File: src/rtl/mem_wb_pkg.sv
// Shared types and constants for the memory-access / write-back stage.
package mem_wb_pkg;

  localparam int unsigned PC_IDX = 15;

  localparam int unsigned CPSR_N = 31;
  localparam int unsigned CPSR_Z = 30;
  localparam int unsigned CPSR_C = 29;
  localparam int unsigned CPSR_V = 28;

  typedef enum logic [2:0] {IDLE, RD, WR, WB, ACK, DRAIN} state_t;

  typedef enum logic [1:0] {LOAD, STORE, REGWR, NOP} op_t;

  // Operation kind from the ALU's memory / write flags.
  function automatic op_t decode_op(input logic m, input logic w);
    case ({m, w})
      2'b11:   return LOAD;
      2'b10:   return STORE;
      2'b01:   return REGWR;
      default: return NOP;
    endcase
  endfunction

endpackage

File: src/rtl/mem_wb_stage_sync2.sv
// Two-flop level synchroniser for the asynchronous ALU ready line.
module sync2 (
  input  logic clk,
  input  logic reset,
  input  logic d,
  output logic q
);

  logic meta;

  always_ff @(posedge clk) begin
    if (reset) begin
      meta <= 1'b0;
      q    <= 1'b0;
    end else begin
      meta <= d;
      q    <= meta;
    end
  end

endmodule

File: src/rtl/mem_wb_stage.sv
// Memory-access / write-back stage: captures the ALU bundle on synchronised
// ready, performs a RAM load/store or register write, then toggles the trigger.
module mem_wb_stage
  import mem_wb_pkg::*;
#(
  parameter int unsigned DATA_W = 32,
  parameter int unsigned REG_AW = 4,
  parameter int unsigned MEM_AW = 10,
  parameter int unsigned CNT_W  = 16
) (
  input  logic              clk,
  input  logic              reset,
  input  logic [DATA_W-1:0] alu_data1,
  input  logic [DATA_W-1:0] alu_data2,
  input  logic [DATA_W-1:0] alu_cpsr,
  input  logic [DATA_W-1:0] alu_srcdst,
  input  logic              alu_w,
  input  logic              alu_m,
  input  logic              alu_ready,
  output logic              trigger_out,
  output logic [MEM_AW-1:0] mem_addr,
  output logic [DATA_W-1:0] mem_wdata,
  output logic              mem_re,
  output logic              mem_we,
  input  logic [DATA_W-1:0] mem_rdata,
  input  logic              mem_ack,
  output logic              rf_we,
  output logic [REG_AW-1:0] rf_waddr,
  output logic [DATA_W-1:0] rf_wdata,
  output logic              pc_write,
  output logic [DATA_W-1:0] cpsr_q,
  output logic              busy,
  output logic [CNT_W-1:0]  retire_cnt
);

  logic   rdy_s;
  state_t state;
  state_t state_nxt;
  op_t    op_in;
  logic   capture;

  logic              mem_re_nxt;
  logic              mem_we_nxt;
  logic              rf_we_nxt;
  logic              pc_write_nxt;
  logic              busy_nxt;
  logic [REG_AW-1:0] wb_idx_nxt;

  // Upper srcdst bits only matter as a RAM address, never as a register index.
  logic unused_srcdst_hi;
  assign unused_srcdst_hi = ^alu_srcdst[DATA_W-1:MEM_AW];

  sync2 u_rdy_sync (
    .clk   (clk),
    .reset (reset),
    .d     (alu_ready),
    .q     (rdy_s)
  );

  assign op_in   = decode_op(alu_m, alu_w);
  assign capture = (state == IDLE) && rdy_s;

  always_ff @(posedge clk) begin
    if (reset) state <= IDLE;
    else       state <= state_nxt;
  end

  always_comb begin
    state_nxt = state;
    case (state)
      IDLE: begin
        if (rdy_s) begin
          case (op_in)
            LOAD:    state_nxt = RD;
            STORE:   state_nxt = WR;
            REGWR:   state_nxt = WB;
            default: state_nxt = ACK;
          endcase
        end
      end
      RD:      if (mem_ack) state_nxt = WB;
      WR:      if (mem_ack) state_nxt = ACK;
      WB:      state_nxt = ACK;
      ACK:     state_nxt = DRAIN;
      DRAIN:   if (!rdy_s) state_nxt = IDLE;
      default: state_nxt = IDLE;
    endcase
  end

  // Strobes are decoded from the next state so they register in step with it.
  always_comb begin
    mem_re_nxt   = 1'b0;
    mem_we_nxt   = 1'b0;
    rf_we_nxt    = 1'b0;
    busy_nxt     = 1'b1;
    wb_idx_nxt   = capture ? alu_srcdst[REG_AW-1:0] : rf_waddr;
    case (state_nxt)
      RD:      mem_re_nxt = 1'b1;
      WR:      mem_we_nxt = 1'b1;
      WB:      rf_we_nxt  = 1'b1;
      IDLE:    busy_nxt   = 1'b0;
      default: ;
    endcase
    pc_write_nxt = rf_we_nxt && (wb_idx_nxt == REG_AW'(PC_IDX));
  end

  always_ff @(posedge clk) begin
    if (reset) begin
      trigger_out <= 1'b0;
      mem_addr    <= '0;
      mem_wdata   <= '0;
      mem_re      <= 1'b0;
      mem_we      <= 1'b0;
      rf_we       <= 1'b0;
      rf_waddr    <= '0;
      rf_wdata    <= '0;
      pc_write    <= 1'b0;
      cpsr_q      <= '0;
      busy        <= 1'b0;
      retire_cnt  <= '0;
    end else begin
      mem_re   <= mem_re_nxt;
      mem_we   <= mem_we_nxt;
      rf_we    <= rf_we_nxt;
      pc_write <= pc_write_nxt;
      busy     <= busy_nxt;

      if (capture) begin
        cpsr_q   <= alu_cpsr;
        rf_waddr <= alu_srcdst[REG_AW-1:0];
        case (op_in)
          LOAD:  mem_addr <= alu_data2[MEM_AW-1:0];
          STORE: begin
            mem_addr  <= alu_srcdst[MEM_AW-1:0];
            mem_wdata <= alu_data2;
          end
          REGWR: rf_wdata <= alu_data1;
          default: ;
        endcase
      end

      if ((state == RD) && mem_ack) rf_wdata <= mem_rdata;

      if (state == ACK) begin
        trigger_out <= ~trigger_out;
        retire_cnt  <= retire_cnt + CNT_W'(1);
      end
    end
  end

endmodule

File: config.mk
export PLATFORM = sky130hd
export DESIGN_NAME = mem_wb_stage
export DESIGN_NICKNAME = d
export VERILOG_FILES = /design/src/rtl/mem_wb_pkg.sv /design/src/rtl/mem_wb_stage_sync2.sv /design/src/rtl/mem_wb_stage.sv
export SDC_FILE = /design/constraint.sdc
export NUM_CORES = 1
export LEC_CHECK = 0
export BUFFER_PORTS_ARGS = -buffer_cell sky130_fd_sc_hd__buf_2
export CAP_MARGIN = 25
export CORE_ASPECT_RATIO = 0.9
export CORE_MARGIN = 8
export CORE_UTILIZATION = 44
export DETAILED_ROUTE_END_ITERATION = 8
export HOLD_SLACK_MARGIN = 0.02
export PLACE_DENSITY_LB_ADDON = 0.12
export SETUP_SLACK_MARGIN = 0.15
export SYNTH_ARGS = -nofsm -noshare
export SYNTH_HDL_FRONTEND = slang
export SYNTH_SLANG_ARGS = --single-unit
File: constraint.sdc
create_clock -name clk -period 2.3 [get_ports clk]
set_clock_uncertainty 0.05 [all_clocks]
set_input_delay 0.46 -clock clk [delete_from_list [all_inputs] [get_ports clk]]
set_output_delay 0.46 -clock clk [all_outputs]
set_load 0.05 [all_outputs]
==> results.md, run 1 <==
- CP Max Fanout: 39
- Fin crit share: 86.07%
- Final slew viol count: 0
- Post-Synthesis Cells: 626
- Core region area: 0.01203 mm²
- Initial antenna violation count: 1
- Total CTS buffers: 17
- First-pass DRT Iterations: 4
- Slowest CP cell: dfxtp_1
- Min Tclk post-route: 1.980 ns
- RSZ-0062 raised after global routing: no
- Vias: 5162
- Final GP Congestion: between 0.7 and 0.8
- Detailed placer's ending HPWL: 12230 µm
- Clock root cell: clkbuf_16
- Worst slew margin: between 60% and 70%
- Vias/cell: between 4 and 5
- Final hold vios: 0
- FILL cells: 1085
- Startpoint class of the critical path: flop
- DRC Markers: 0
- DR WL/cell: 15.16 µm
- Yosys warns: 0
- # rows: 38
- R2r worst-path depth: 6
- Area grow syn2layout: 39.29%
- Syn_nets: 797
- Register Area: 0.002744 mm²
- Top FF cell, synth: dfxtp_1
- Die footprint: between 0.015 and 0.02 mm²
- Synth Cell Area: 0.005398 mm²
- Clk sinks: 137
- PortBufs: 275
- Setup CP Type: flop to flop
- Arr. time, crit path: about 2.3 ns
- CTS Hold Bufs: 0
- Clock Tree Buf Depth: 2
- Final ANT Viol Nets: 0
- Remaining Overflow, GRT: 0
- Fmax: just over 0.5 GHz
- Crit. End Element: flop
- Synth async-reset ratio: 0%
- H-Tree Depth: 4
- Initial core utilization: 44.87%
- Largest net degree at the start of global routing: around 90
- Multi-input gate area: ~0.0024 mm²
- Die height: 121.1 µm
- Max-cap violation count: 0
- Total GRT Usage: 19.44%
- Leakage: between 0.003 and 0.004 µW
- DRT iter0 DRCs: 250
- CP required: 2.58 ns
- TritonCTS clock tree: built
- Io pins: ~300
- EDFF count, synth: 0
- Pwr/cell area: slightly above 800 mW/mm²
- Synth Register Bits: 137
- Layout cells sized above 1: 36.02%
- Synth unique cells: 38
- Nets@finish: approximately 1100
- Synth Area per Inst: roughly 8.6 µm²
- Area post-placement: about 0.0069 mm²
- Post-Route Setup TNS: 0 ns
- Final setup viols: 0
- Global-route wire length before repair: 25750 µm
- CP cell instances: nor4b_2 > buf_4 > and2_1 > buf_12 > nand2_1 > a21oi_1
- Finished layout cell area: 0.007518 mm²
- Clock latency on the worst-skew pair: 0.40 ns
- Hold Path Class: primary input to flop
- Worst slew pin tran: 0.4735 ns
- Hold Crit Depth: 2
- Post-CTS Setup Bufs: 0
- Post-synthesis sequential area ratio: 50.81%
- Outcome: finished, final reports clean
- Worst path max stage delay: 0.43 ns
- Clk slew on worst S/H paths: 0.06 ns
- Post-Route WL: 16000 µm
- Cts repair resizes: 0
- Die width: 132.8 µm
- Worst vdd ir: 0.5022 mV
- Vias in the first global route: 5184
## cells by family (layout without fill, tap and decap cells)
family,Yosys count,count (layout),synth area share [%]
other,0,1,0
flip-flops,137,137,50.81
buffers and inverters,54,322,4.242
XOR/XNOR,12,12,1.947
adder cells (fa/ha/maj),5,5,1.159
multiplexers,44,44,8.183
AND/OR/NAND/NOR,248,248,19.63
AO/OA/AOI/OAI,126,126,14.02
## metal layers
metal	vias to the layer above	part of all wire, %	global-route usage (%)
met5	-	0	0
met4	0	1.3	5.670
met3	14	9.6	9.230
met2	178	51	34.58
met1	2314	38	20.09
li1	2656	-	-
## placed cells by master (no fill, tap or decap), types with 2 or more instances in the layout
| cell | Yosys | routed |
|---|---|---|
| nand2_1 | 142 | 142 |
| o31ai_1 | 4 | 4 |
| or4_1 | 4 | 4 |
| buf_2 | 8 | 274 |
| and3_1 | 3 | 3 |
| clkinv_2 | 0 | 3 |
| bufinv_16 | 0 | 3 |
| a211oi_1 | 43 | 43 |
| mux2i_1 | 43 | 43 |
| dfxtp_1 | 137 | 136 |
| nor2b_1 | 5 | 5 |
| nor3_1 | 3 | 3 |
| ha_1 | 5 | 5 |
| clkinvlp_4 | 0 | 2 |
| inv_1 | 4 | 4 |
| nor4_1 | 3 | 3 |
| nor2_1 | 63 | 63 |
| clkinv_4 | 0 | 2 |
| xnor2_1 | 5 | 5 |
| clkbuf_16 | 0 | 17 |
| nand3_1 | 5 | 5 |
| clkbuf_1 | 36 | 3 |
| xor2_1 | 7 | 7 |
| a21oi_1 | 73 | 73 |
| buf_4 | 0 | 8 |
| buf_12 | 0 | 4 |
| nand4_1 | 6 | 6 |
| or3_1 | 4 | 4 |
| o21ai_0 | 2 | 2 |
## Yosys cell counts, types with 2 or more instances
cell | count | share of area (%)
mux2i_1 | 43 | 8.0
clkbuf_1 | 36 | 2.5
xor2_1 | 7 | 1.1
a21o_1 | 2 | 0.28
o31ai_1 | 4 | 0.56
inv_1 | 4 | 0.28
or4_1 | 4 | 0.56
ha_1 | 5 | 1.2
and3_1 | 3 | 0.35
a211oi_1 | 43 | 6.0
nor3_1 | 3 | 0.28
buf_2 | 8 | 0.74
dfxtp_1 | 137 | 51
nor4_1 | 3 | 0.35
nor2_1 | 63 | 4.4
buf_6 | 2 | 0.42
nor2b_1 | 5 | 0.58
nor4bb_1 | 2 | 0.37
o21ai_0 | 2 | 0.19
nand2_1 | 142 | 9.9
nand3_1 | 5 | 0.46
a21oi_1 | 73 | 6.8
or3_1 | 4 | 0.46
xnor2_1 | 5 | 0.81
nand4_1 | 6 | 0.70
buf_1 | 3 | 0.21
## through the flow
| stage | hold slack, ns | std cells | power (µW) | util, % | setup slack, ns |
|---|---|---|---|---|---|
| after floorplan | 0.3638 | 626 | 3171 | - | 0.1546 |
| after global placement | 0.3777 | 1022 | 3451 | 57.52 | 0.4039 |
| after detailed placement | 0.3775 | 1022 | 3468 | 57.52 | 0.3198 |
| after CTS | 0.2123 | 1054 | 6199 | 62.48 | 0.3081 |
| after global routing | 0.2224 | 1055 | 6386 | 62.50 | 0.1679 |
| final | 0.2285 | 1055 | 6128 | 62.50 | 0.3203 |
## critical path: cells and delay by family (launching register included)
kind                   cells  cell delay, ns
AOI/OAI and AO/OA          1            0.14
buffers and inverters      2            0.59
DFF                        1            0.43
and+or+nand+nor            3            0.67
## area by class of cell
cell class	count	area share, %
Tap cell	160	2.663
Timing Repair Buffer	286	20.10
Clock buffer	21	5.991
Sequential cell	137	36.50
Clock inverter	11	1.947
Antenna cell	1	0.03328
Inverter	4	0.1997
Multi-Input combinational cell	435	32.57
## flip-flops by register name, summed over array words and instances (netlist names)
signal	flops
mem_we	1
trigger_out	1
state	3
rf_wdata	32
retire_cnt	16
rf_we	1
pc_write	1
mem_wdata	32
u_rdy_sync.meta	1
mem_re	1
u_rdy_sync.q	1
busy	1
rf_waddr	4
cpsr_q	32
mem_addr	10
## power breakdown
group	internal, µW	total (µW)	leakage, µW	switching (µW)
logic	285	885	0.00191	600
clock network	1740	2720	0.000287	983
registers	2470	2520	0.00111	54.3
## path summary, 6_finish.rpt
path,from,end,slack (ns)
worst max register to register,state[1],mem_wdata[30],0.32
worst min register to register,u_rdy_sync.meta,u_rdy_sync.q,0.38
worst min-delay path,alu_ready,u_rdy_sync.meta,0.23
worst max-delay path,state[1],mem_wdata[30],0.32
Power figures use the tool's default switching activity.
==> run 2: changes to the inputs <==
--- a/config.mk
+++ b/config.mk
@@ -11,9 +11,11 @@
 export CORE_MARGIN = 8
 export CORE_UTILIZATION = 44
 export DETAILED_ROUTE_END_ITERATION = 8
+export GPL_TIMING_DRIVEN = 0
 export HOLD_SLACK_MARGIN = 0.02
-export PLACE_DENSITY_LB_ADDON = 0.12
+export PLACE_DENSITY_LB_ADDON = 0.3
 export SETUP_SLACK_MARGIN = 0.15
+export SLEW_MARGIN = 20
 export SYNTH_ARGS = -nofsm -noshare
 export SYNTH_HDL_FRONTEND = slang
 export SYNTH_SLANG_ARGS = --single-unit
==> run 2 against run 1 <==
- count of clock-buffer cells in the layout fell by 1
- total power grew 4.5%
- via count grew 4.0%
- die area did not move
- critical path depth increased by 1
- sequential share of layout area is 0.88 points lower
- setup slack worse by 0.093 ns
- critical endpoint is now retire_cnt[15]
- register-to-register slack lost 0.09 ns
- cell count up 3.8%
- first-iteration DRC count grew 22%
- global-route usage is 1.3 points higher
- wire length grew 8.0%
==> results.md, run 2 (same netlist as run 1, synthesis figures left out) <==
- Outcome: finished, final reports clean
- Vias/cell: 4.904 (+0.23%)
- Worst slew pin tran: 0.7863 ns (+0.3128 ns)
- Worst vdd ir: 0.4598 mV (-8.4%)
- DRT iter0 DRCs: 306 (+22%)
- Reg2reg end: retire_cnt[15]
- Post-Route WL: 17270 µm (+8.0%)
- R2r worst-path depth: 7 (+1)
- Cell count after placement: 1061 (+3.8%)
- Setup CP Type: flop to flop
- Worst slew margin: 47.58% (-21 points)
- DR WL/cell: 15.77 µm (+4.0%)
- Fin crit share: 90.11% (+4.0 points)
- Worst hold path endpoint: u_rdy_sync.meta
- Final GP Congestion: 0.7774 (+2.2%)
- R2R Path Start: state[0]
- Final setup viols: 0 (unchanged)
- Die footprint: 0.01607 mm² (unchanged)
- Final hold vios: 0 (unchanged)
- Total GRT Usage: 20.72% (+1.3 points)
- Arr. time, crit path: 2.36 ns (+0.10 ns)
- Remaining Overflow, GRT: 0 (unchanged)
- Fin cells: 1095 (+3.8%)
- Hold Path Class: primary input to flop
- First-pass DRT Iterations: 4 (unchanged)
- Reg2Reg Setup Slack: 0.23 ns (-0.09 ns)
- Vias: 5370 (+4.0%)
- WHS: 0.2150 ns (-0.01348 ns)
- RSZ-0062 raised after global routing: no
- Startpoint class of the critical path: flop
- Core region area: 0.01203 mm² (unchanged)
- Detailed placer's ending HPWL: 13530 µm (+11%)
- Leakage: 0.003435 µW (+3.8%)
- Hold Crit Depth: 2 (unchanged)
- Vias in the first global route: 5188 (+0.077%)
- CP Max Fanout: 10 (-74%)
- H-Tree Depth: 4 (unchanged)
- Clock Tree Buf Depth: 2 (unchanged)
- Largest net degree at the start of global routing: 17 (-81%)
- Worst path max stage delay: 0.48 ns (+0.05 ns)
- FILL cells: 1135 (+4.6%)
- Pwr/cell area: 831.2 mW/mm² (+2.0%)
- CP top delay family: simple AND/OR/NAND/NOR gates
- Nets@finish: 1093 (+3.9%)
- Global-route wire length before repair: 26780 µm (+4.0%)
- Most frequent cells in the layout: buf_2, nand2_1, dfxtp_1
- Initial core utilization: 44.87% (unchanged)
- Clock latency on the worst-skew pair: 0.40 ns (about the same)
- Final WS setup: 0.2274 ns (-0.09292 ns)
- # rows: 38 (unchanged)
- Antenna cells: 0 (-1)
- Final ANT Viol Nets: 0 (unchanged)
- PortBufs: 275 (unchanged)
- Worst hold start: alu_ready
- DRC Markers: 0 (unchanged)
- Min Tclk post-route: 2.073 ns (+0.09292 ns)
- CP cell instances: buf_6 > or3b_1 > buf_6 > or2_1 > buf_4 > or4_4 > a21oi_2
- Most frequent CP cell: buf_6
- Worst slack, placed: -0.2047 ns (-0.5245 ns)
- Area grow syn2layout: 42.74%
- Clk sinks: 137 (unchanged)
- Slowest CP cell: or4_4
- Top flop regs: cpsr_q: 32 flops, mem_wdata: 32 flops, rf_wdata: 32 flops
- Critical path buffers and inverters: 3 (+1)
- Finished Core Util: 64.05% (+1.5 points)
- Die height: 121.1 µm (unchanged)
- Fmax: 0.4825 GHz (-4.5%)
- CTS Hold Bufs: 0 (unchanged)
- Die width: 132.8 µm (unchanged)
- Commonest non-fill, non-tap cell in the layout: buf_2
- Final slew viol count: 0 (unchanged)
- Total CTS buffers: 17 (unchanged)
- Crit path depth: 7 (+1)
- Clk slew on worst S/H paths: 0.06 ns (about the same)
- Max-cap violation count: 0 (unchanged)
- Clock root cell: clkbuf_16
- CP required: 2.59 ns (about the same)
- Io pins: 298 (unchanged)
- Initial antenna violation count: 0 (-1)
- Crit. End Element: flop
- TritonCTS clock tree: built
- Layout cells sized above 1: 36.90% (+0.88 points)
-- run 2: worst max path at each step --
stage / from / end / slack [ns]
after global routing: state[1] / cpsr_q[30] / 0.15
after detailed placement: state[1] / cpsr_q[27] / -0.20
after floorplan: retire_cnt[6] / retire_cnt[15] / 0.15
after CTS: state[1] / mem_addr[5] / 0.15
final: state[0] / retire_cnt[15] / 0.23
after global placement: state[1] / mem_wdata[12] / -0.19
-- run 2: layout make-up --
type / count / area [µm²] / area share (%)
flip-flops and latches: 137 / 2744 / 35.61
multi-input cells: 435 / 2460 / 31.93
repair buffers: 277 / 1391 / 18.06
clock buffers: 20 / 456.7 / 5.927
plain buffers: 50 / 250.2 / 3.248
well taps: 160 / 200.2 / 2.598
clock inverters: 12 / 187.7 / 2.436
inverters: 4 / 15.01 / 0.1949
-- run 2: stage by stage --
stage | power, µW | area (µm²) | TNS, ns
after detailed placement | 3483 | 6975 | -11.57
after CTS | 6437 | 7647 | 0
after floorplan | 3171 | 5399 | 0
after global routing | 6630 | 7705 | 0
after global placement | 3472 | 6975 | -9.615
final | 6404 | 7705 | 0
-- run 2: worst register-to-register path, stage by stage, from the launching register on --
cell and delay (ns):
dfxtp_1 0.32, buf_6 0.14, or3b_1 0.36, buf_6 0.14, or2_1 0.22, buf_4 0.16
or4_4 0.48, a21oi_2 0.14
-- run 2: power by group --
| part | internal, µW | total, µW | switching [µW] |
|---|---|---|---|
| combinational | 298 | 928 | 630 |
| sequential | 2470 | 2520 | 45.7 |
| clock | 1890 | 2960 | 1070 |
| total | 4660 | 6400 | 1750 |
-- run 2: per-layer routing --
layer	track usage, %	up-vias	wire length, µm
met5	0	-	0
met4	6.378	0	249
met3	9.065	20	1467
met2	35.12	161	8490
met1	23.16	2457	7065
li1	-	2732	-
-- run 2: timing repair --
action,4_1_cts,5_1_grt
endpoints found under the setup margin,93,89
gates resized for setup,11,29
setup buffers,0,2
pin swaps,0,1
